`src/rtl/ps2_host_tx_if.sv`:
```
// Command-byte handshake between a controller and the PS/2 host transmitter.
// The controller drives tx_data/tx_valid; the transmitter reports ready, busy and outcome pulses.
interface ps2_host_tx_if;
    logic [7:0] tx_data;
    logic       tx_valid;
    logic       tx_ready;
    logic       busy;
    logic       done;
    logic       error;

    modport master (
        output tx_data, tx_valid,
        input  tx_ready, busy, done, error
    );

    modport slave (
        input  tx_data, tx_valid,
        output tx_ready, busy, done, error
    );
endinterface

```
`src/rtl/ps2_host_tx.sv`:
```
// PS/2 host-to-device transmitter: request-to-send, 8 data bits LSB first, odd parity,
// stop release and device ack, with an inter-edge watchdog. Drives open-drain pull-low enables.
module ps2_host_tx #(
    parameter int INHIBIT_CYCLES = 12000,
    parameter int TIMEOUT_CYCLES = 2000000,
    parameter int SYNC_STAGES    = 2
) (
    input  logic         clk,
    input  logic         rst,
    ps2_host_tx_if.slave tx_bus,
    input  logic         ps2_clk_in,
    input  logic         ps2_data_in,
    output logic         ps2_clk_pull,
    output logic         ps2_data_pull
);
    localparam logic [2:0] ST_IDLE      = 3'd0;
    localparam logic [2:0] ST_INHIBIT   = 3'd1;
    localparam logic [2:0] ST_RELEASE   = 3'd2;
    localparam logic [2:0] ST_BITS      = 3'd3;
    localparam logic [2:0] ST_ACK       = 3'd4;
    localparam logic [2:0] ST_WAIT_IDLE = 3'd5;

    localparam int INH_W = (INHIBIT_CYCLES > 2) ? $clog2(INHIBIT_CYCLES) : 1;
    localparam int WD_W  = (TIMEOUT_CYCLES > 2) ? $clog2(TIMEOUT_CYCLES) : 1;

    logic [2:0]             state_reg;
    logic [SYNC_STAGES-1:0] clk_sync_reg;
    logic [SYNC_STAGES-1:0] data_sync_reg;
    logic                   clk_prev_reg;
    logic [9:0]             frame_reg;
    logic [3:0]             bit_cnt_reg;
    logic [INH_W-1:0]       inh_cnt_reg;
    logic [WD_W-1:0]        wd_cnt_reg;
    logic                   clk_pull_reg;
    logic                   data_pull_reg;
    logic                   done_reg;
    logic                   error_reg;

    logic clk_s;
    logic data_s;
    logic fe;
    logic tx_ready_int;
    logic wd_expired;

    assign clk_s  = clk_sync_reg[SYNC_STAGES-1];
    assign data_s = data_sync_reg[SYNC_STAGES-1];
    assign fe     = clk_prev_reg & ~clk_s;

    // Ready is withheld during the done/error cycle so a held request starts on the following one.
    assign tx_ready_int = (state_reg == ST_IDLE) && !done_reg && !error_reg;
    assign wd_expired   = !fe && (wd_cnt_reg == WD_W'(TIMEOUT_CYCLES - 1));

    assign tx_bus.tx_ready = tx_ready_int;
    assign tx_bus.busy     = (state_reg != ST_IDLE);
    assign tx_bus.done     = done_reg;
    assign tx_bus.error    = error_reg;
    assign ps2_clk_pull    = clk_pull_reg;
    assign ps2_data_pull   = data_pull_reg;

    // Idle-high lines, so the synchronizers preset to 1 to avoid a false edge out of reset.
    always_ff @(posedge clk) begin
        if (rst) begin
            clk_sync_reg  <= '1;
            data_sync_reg <= '1;
            clk_prev_reg  <= 1'b1;
        end else begin
            clk_sync_reg  <= {clk_sync_reg[SYNC_STAGES-2:0], ps2_clk_in};
            data_sync_reg <= {data_sync_reg[SYNC_STAGES-2:0], ps2_data_in};
            clk_prev_reg  <= clk_s;
        end
    end

    always_ff @(posedge clk) begin
        if (rst) begin
            state_reg     <= ST_IDLE;
            frame_reg     <= '0;
            bit_cnt_reg   <= '0;
            inh_cnt_reg   <= '0;
            wd_cnt_reg    <= '0;
            clk_pull_reg  <= 1'b0;
            data_pull_reg <= 1'b0;
            done_reg      <= 1'b0;
            error_reg     <= 1'b0;
        end else begin
            done_reg  <= 1'b0;
            error_reg <= 1'b0;
            case (state_reg)
                ST_IDLE: begin
                    clk_pull_reg  <= 1'b0;
                    data_pull_reg <= 1'b0;
                    if (tx_bus.tx_valid && tx_ready_int) begin
                        // Frame shifted out LSB first: d0..d7, odd parity, stop.
                        frame_reg    <= {1'b1, ~^tx_bus.tx_data, tx_bus.tx_data};
                        inh_cnt_reg  <= '0;
                        clk_pull_reg <= 1'b1;
                        state_reg    <= ST_INHIBIT;
                    end
                end
                ST_INHIBIT: begin
                    if (inh_cnt_reg == INH_W'(INHIBIT_CYCLES - 1)) begin
                        clk_pull_reg  <= 1'b0;
                        data_pull_reg <= 1'b1;
                        wd_cnt_reg    <= '0;
                        state_reg     <= ST_RELEASE;
                    end else begin
                        inh_cnt_reg <= inh_cnt_reg + 1'b1;
                    end
                end
                ST_RELEASE, ST_BITS, ST_ACK, ST_WAIT_IDLE: begin
                    if (fe) begin
                        wd_cnt_reg <= '0;
                    end else begin
                        wd_cnt_reg <= wd_cnt_reg + 1'b1;
                    end
                    if (wd_expired) begin
                        error_reg     <= 1'b1;
                        clk_pull_reg  <= 1'b0;
                        data_pull_reg <= 1'b0;
                        state_reg     <= ST_IDLE;
                    end else begin
                        case (state_reg)
                            ST_RELEASE: begin
                                if (fe) begin
                                    bit_cnt_reg <= '0;
                                    state_reg   <= ST_BITS;
                                end
                            end
                            ST_BITS: begin
                                if (fe) begin
                                    data_pull_reg <= ~frame_reg[0];
                                    frame_reg     <= {1'b0, frame_reg[9:1]};
                                    bit_cnt_reg   <= bit_cnt_reg + 1'b1;
                                    if (bit_cnt_reg == 4'd9) begin
                                        state_reg <= ST_ACK;
                                    end
                                end
                            end
                            ST_ACK: begin
                                if (fe) begin
                                    data_pull_reg <= 1'b0;
                                    if (data_s) begin
                                        error_reg <= 1'b1;
                                        state_reg <= ST_IDLE;
                                    end else begin
                                        state_reg <= ST_WAIT_IDLE;
                                    end
                                end
                            end
                            default: begin
                                if (clk_s && data_s) begin
                                    done_reg  <= 1'b1;
                                    state_reg <= ST_IDLE;
                                end
                            end
                        endcase
                    end
                end
                default: begin
                    clk_pull_reg  <= 1'b0;
                    data_pull_reg <= 1'b0;
                    state_reg     <= ST_IDLE;
                end
            endcase
        end
    end
endmodule
```
`src/flat_wrapper.sv`:
```
// flat-port wrapper written by rule: the top's interface ports become plain ports
module ps2_host_tx_flat 
#(
    parameter int INHIBIT_CYCLES = 12000,
    parameter int TIMEOUT_CYCLES = 2000000,
    parameter int SYNC_STAGES    = 2
)
  (clk, rst, ps2_clk_in, ps2_data_in, ps2_clk_pull, ps2_data_pull, tx_bus_tx_data, tx_bus_tx_valid, tx_bus_tx_ready, tx_bus_busy, tx_bus_done, tx_bus_error);
  ps2_host_tx_if tx_bus_i ();
  input  logic clk;
  input  logic rst;
  input  logic ps2_clk_in;
  input  logic ps2_data_in;
  output logic ps2_clk_pull;
  output logic ps2_data_pull;
  input wire logic [$bits(tx_bus_i.tx_data)-1:0] tx_bus_tx_data;
  input wire logic [$bits(tx_bus_i.tx_valid)-1:0] tx_bus_tx_valid;
  output wire logic [$bits(tx_bus_i.tx_ready)-1:0] tx_bus_tx_ready;
  output wire logic [$bits(tx_bus_i.busy)-1:0] tx_bus_busy;
  output wire logic [$bits(tx_bus_i.done)-1:0] tx_bus_done;
  output wire logic [$bits(tx_bus_i.error)-1:0] tx_bus_error;
  assign tx_bus_i.tx_data = tx_bus_tx_data;
  assign tx_bus_i.tx_valid = tx_bus_tx_valid;
  assign tx_bus_tx_ready = tx_bus_i.tx_ready;
  assign tx_bus_busy = tx_bus_i.busy;
  assign tx_bus_done = tx_bus_i.done;
  assign tx_bus_error = tx_bus_i.error;
  ps2_host_tx #(.INHIBIT_CYCLES(INHIBIT_CYCLES), .TIMEOUT_CYCLES(TIMEOUT_CYCLES), .SYNC_STAGES(SYNC_STAGES)) u_core (.clk(clk), .rst(rst), .tx_bus(tx_bus_i), .ps2_clk_in(ps2_clk_in), .ps2_data_in(ps2_data_in), .ps2_clk_pull(ps2_clk_pull), .ps2_data_pull(ps2_data_pull));
endmodule
```
`config.mk`:
```
export PLATFORM = sky130hd
export DESIGN_NAME = ps2_host_tx_flat
export DESIGN_NICKNAME = d
export VERILOG_FILES = /design/src/rtl/ps2_host_tx_if.sv /design/src/rtl/ps2_host_tx.sv /design/src/flat_wrapper.sv
export SDC_FILE = /design/constraint.sdc
export NUM_CORES = 1
export LEC_CHECK = 0
export ABC_CLOCK_PERIOD_IN_PS = 3200
export CORE_MARGIN = 1.5
export CORE_UTILIZATION = 55
export DETAILED_ROUTE_END_ITERATION = 6
export GPL_TIMING_DRIVEN = 0
export PLACE_DENSITY = 0.75
export SLEW_MARGIN = 20
export SYNTH_ARGS = -nofsm -noshare
export SYNTH_HDL_FRONTEND = slang
export SYNTH_SLANG_ARGS = --single-unit
export TNS_END_PERCENT = 1
```
`constraint.sdc`:
```
create_clock -name clk -period 3.2 [get_ports clk]
set_input_delay 0.32 -clock clk [delete_from_list [all_inputs] [get_ports clk]]
set_output_delay 0.32 -clock clk [all_outputs]
set_load 0.01 [all_outputs]
```
=== Word-level counts from Yosys, hierarchy flattened ===
Cells that the tools add are included.

* Register bits: 61
* Input port bits: 13
* Logic and storage cells: 108

* $add $sub $neg: 3
* Equal/unequal tests: 23
* Mux-type cells: 40
* Bitwise operators: 5
* Reductions and logical operators: 25

{| class="wikitable"
|+ Operators with widths
! kind !! count
|-
| 21-bit two-way mux || 2
|-
| 21-bit one-hot mux with 2 select lines || 1
|-
| 10-bit two-way mux || 4
|-
| 14-bit two-way mux || 2
|-
| 14-bit one-hot mux with 2 select lines || 1
|-
| 3-bit two-way mux || 9
|-
| 21-bit by 1-bit adder with 21-bit output (second input constant) || 1
|-
| 21-bit equality test (second input constant) || 1
|-
| 10-bit one-hot mux with 2 select lines || 1
|-
| 3-bit one-hot mux with 3 select lines || 2
|-
| 4-bit by 2-bit inequality test with 1-bit output (second input constant) || 4
|-
| 14-bit by 1-bit adder with 14-bit output (second input constant) || 1
|-
| 14-bit equality test (second input constant) || 1
|-
| 1-bit two-way mux || 12
|-
| 2-bit by 1-bit inequality test with 1-bit output (second input constant) || 6
|-
| 5-bit AND reduction || 2
|-
| 4-bit two-way mux || 2
|-
| 4-bit one-hot mux with 2 select lines || 1
|-
| 2-bit nonzero test || 4
|-
| 8-bit XNOR reduction || 1
|-
| 7-bit AND reduction || 1
|-
| 3-bit by 2-bit equality test with 1-bit output (second input constant) || 2
|-
| 3-bit equality test (second input constant) || 2
|-
| 2-bit inequality test (second input constant) || 3
|-
| 19 further kinds || 30
|}

=== Longest topological paths before layout ===
* Depth in word-level cells: 6
* Gate-level depth with buffers: 8
* Gate-level depth less buffers: 8

=== Worst setup path after synthesis ===
Ideal clock, no wire load.

* Path type: reg2reg
* Start point: register u_core.inh_cnt_reg[0]
* End point: register u_core.wd_cnt_reg[15]
* Arrival: 2.178 ns
* Slack: 0.953 ns
* Stages on the path, launching flop included: 8
* Cell sequence: dfxtp_1 ha_1 nand3_2 or4_4 o31ai_4 nand2_1 or4_1 a21oi_1

* Longest elaborated chain between the ends: 3

{| class="wikitable"
|+ Ends and longest elaborated chain
! what !! RTL line !! RTL
|-
| start: declaration || ps2_host_tx.sv:32 || <nowiki>logic [INH_W-1:0] inh_cnt_reg;</nowiki>
|-
| start signal: assignment || ps2_host_tx.sv:106 || <nowiki>inh_cnt_reg <= inh_cnt_reg + 1'b1;</nowiki>
|-
| 14-bit equality test || ps2_host_tx.sv:100 || <nowiki>if (inh_cnt_reg == INH_W'(INHIBIT_CYCLES - 1)) begin</nowiki>
|-
| 2-bit by 1-bit inequality test with 1-bit output (no source line) || - ||
|-
| 2-bit AND reduction (no source line) || - ||
|-
| end signal: assignment || ps2_host_tx.sv:113 || <nowiki>wd_cnt_reg <= wd_cnt_reg + 1'b1;</nowiki>
|-
| end: declaration || ps2_host_tx.sv:33 || <nowiki>logic [WD_W-1:0] wd_cnt_reg;</nowiki>
|}

Every way passes these cells.
A chain may end at the register's enable or synchronous reset.

=== Final worst setup path ===
* Start point: register u_core.inh_cnt_reg[0]
* End point: register u_core.wd_cnt_reg[16]

Same word-level chain as after synthesis.

==> impl_metrics.yaml <==
clock_tree:
  holdBufCountCts: 0
  cts_sinks: 61
  clkLatencyLatePin_ns: 0.34
  cts_tree: "built"
  clk_pin_slew_ns: 0.07
  cts_root_buffer: "clkbuf_8"
  cts_resized: 0
  htreeDepth: 3
  cts_setup_buffers: 0
  clockBufferDepth: 2
  numCtsBuffers: 9
floorplan:
  num_rows: 27
  start_util_pct: 56.72
  die_y_um: 78.13
  pin_count: 19
  die_w_um: 78.13
  dieArea_mm2: 0.006104
  coreArea_mm2: 0.005473
power:
  seqPwrFrac_pct: 39.8
  p_per_area_mw_per_mm2: 620.6
  ir_drop_uv: 451.2
  p_switching_uw: 748.9
  p_int_uw: 1464
  p_sw_share_pct: 33.84
  clkPwrFrac_pct: 30.4
  p_leak_uw: 0.001226
  p_comb_share_pct: 29.8
detailed_routing:
  wl_per_cell_um: 13.74
  vias: 2705
  dr.first_iter.drc_count: 90
  wirelength_um: 6566
  ant_nets: 0
  drtPass1Iterations: 4
  drc: 0
  viasPerCell: 5.659
timing:
  slew_headroom_pct: 48.24
  finalHoldViolCount: 0
  rsz0062_at_grt: "false"
  fmax_ghz: 0.4046
  tns_ns: 0
  fin_crit_ns: 2.472
  finalSetupViolCount: 0
  period_share_pct: 77.24
  worst_pin_slew_ns: 0.7738
  slew_viol_final: 0
  fin_skew_ns: 0.007171
logic_synthesis:
  yosys_warnings: 0
  synthArstFlopShare_pct: 0
  syn_nets: 389
  syn_area_mm2: 0.003104
  ys_ff_latch: 61
  synth_ff_type: "dfxtp_1"
  syn-mean-instance-area_um2: 8.345
  synth_edf_count: 0
  ys_types: 58
  ys_seq_area_share_pct: 39.34
  syn_inst: 372
layout:
  design_area_mm2: 0.003566
  largest_reg_flops: 21
  fillers: 489
  final_util_pct: 65.16
  areaGrowthSynthToFinish_pct: 14.87
  drive_gt1_share_pct: 12.32
  n_antenna_cell: 0
  nets: 418
  final_cell_count_no_fill: 478
grt:
  grt_busiest_layer: "met2"
  grt_pass1_vias: 2504
  grt_use_total_pct: 23.18
  use_met2_pct: 36.96
  grt_pass1_wl_um: 11290
  grt-ovfl-total: 0
  grt_max_degree: 11
  grt_use_met3_pct: 3.372
  use_met1_pct: 30.35
  antenna_found_initial: 0
setup_path:
  slowest_stage: "or4_4"
  crit_type: "reg2reg"
  endpoint_kind: "flip-flop"
  worstSetupEndpoint: "u_core.wd_cnt_reg[16]"
  critPathArrivalTime_ns: 2.69
  worstPathMaxFanout: 10
  critPathRequiredTime_ns: 3.42
  start_kind: "flip-flop"
  rr_worst_depth: 8
  cpMostUsedCell: "buf_2"
  reg2reg_from: "u_core.inh_cnt_reg[0]"
  rr_endpoint: "u_core.wd_cnt_reg[16]"
  crit_chain: "ha_1 > nand3_2 > or4_4 > o31ai_4 > a21o_1 > buf_2 > buf_2 > nor2_1"
  crit_start: "u_core.inh_cnt_reg[0]"
  rrSetupSlack_ns: 0.73
  critPathMaxStageDelay_ns: 0.59
outcome:
  outcome: "finished clean"
placed_design:
  port_buffers: 18
  postPlaceCellArea_mm2: 0.003374
  place_inst: 462
  place_hpwl_um: 4604
  finalWeightedCongestion: 0.8317
job:
  maxCapViolations: 0
worst_hold_path:
  hold_path_class: "reg2reg"
-- power by group through the flow --
| stage | combinational, uW | sequential [uW] | clock (uW) |
|---|---|---|---|
| after detailed placement | 650 | 896 | 0 |
| after global routing | 725 | 891 | 717 |
| after global placement | 639 | 893 | 0 |
| after floorplan | 469 | 889 | 0 |
| after CTS | 655 | 881 | 686 |
| final | 658 | 881 | 673 |
-- worst min-delay path by stage --
stage                                  end              startpoint  cells past startpoint
finish              u_core.clk_sync_reg[1]  u_core.clk_sync_reg[0]                      1
global route        u_core.clk_sync_reg[1]  u_core.clk_sync_reg[0]                      1
CTS                 u_core.clk_sync_reg[1]  u_core.clk_sync_reg[0]                      1
detailed placement  u_core.clk_sync_reg[1]  u_core.clk_sync_reg[0]                      1
global placement    u_core.clk_sync_reg[1]  u_core.clk_sync_reg[0]                      1
floorplan           u_core.clk_sync_reg[1]  u_core.clk_sync_reg[0]                      1
-- area by class of cell --
class / count / area [um2] / area share [%]
plain buffers: 19 / 91.34 / 2.561
clock buffers: 11 / 141.4 / 3.965
clock inverters: 5 / 50.05 / 1.404
inverters: 6 / 22.52 / 0.6316
multi-input cells: 286 / 1769 / 49.61
flip-flops and latches: 61 / 1221 / 34.25
well taps: 72 / 90.09 / 2.526
repair buffers: 18 / 180.2 / 5.053
-- critical path, delay by kind of cell (launching register included) --
family / cells / cell delay, ns
buffers and inverters: 2 / 0.44
adder cells (fa/ha/maj): 1 / 0.20
AO/OA/AOI/OAI: 2 / 0.52
flip-flops: 1 / 0.39
AND/OR/NAND/NOR: 3 / 0.79
-- stage by stage --
stage,power [uW],hold slack [ns],setup WS [ns]
finish,2213,0.4054,0.7283
global route,2332,0.4174,0.5296
CTS,2222,0.4111,0.7079
detailed placement,1547,0.3978,0.7323
global placement,1532,0.3920,0.7721
floorplan,1358,0.3895,0.9527
-- per-layer routing --
layer / wire length, um / part of all wire, % / vias up
met1: 3144 / 48 / 1274
met3: 212 / 3.2 / 11
met2: 3082 / 47 / 45
met5: 0 / 0 / -
li1: - / - / 1375
met4: 125 / 1.9 / 0
-- layout by cell type, fill, tap and decap left out, drive strengths merged, types with 5 or more instances in the layout --
cell / instances
or2: 5
nor4: 5
a311oi: 11
xnor2: 23
nor3: 9
clkdlybuf4s50: 18
xor2: 11
dfxtp: 61
inv: 6
nand4: 6
clkbuf: 18
or3: 7
o21ai: 10
nor2: 57
a21oi: 20
nand3: 15
buf: 12
nand2: 49
or4: 5
-- synth_stat cells (3+ instances only) --
cell type	number	share of area (%)
o21ai_0	8	1.3
or3_1	7	1.4
nor3_1	7	1.1
or2_2	5	1.0
inv_1	6	0.73
or4_1	3	0.73
nand2_1	49	5.9
nand4_1	6	1.2
a21oi_1	18	2.9
nor2_1	55	6.7
nor4_1	5	1.0
nand2b_1	4	0.81
and3_1	3	0.60
nor2b_1	3	0.60
xnor2_1	23	6.5
xor2_1	11	3.1
ha_1	4	1.6
a31oi_1	3	0.60
a311oi_1	11	3.1
a211oi_1	4	0.97
nand3_1	14	2.3
clkbuf_1	7	0.85
buf_2	10	1.6
dfxtp_1	61	39
-- kinds of logic after synthesis --
| logic type | synth area share (%) |
|---|---|
| compound gates | 16.00 |
| xor+xnor | 9.593 |
| fa+ha+maj | 1.612 |
| buf+inv | 3.668 |
| flops | 39.34 |
| mux | 1.008 |
| simple gates | 28.78 |
Power figures use the tool's default switching activity.
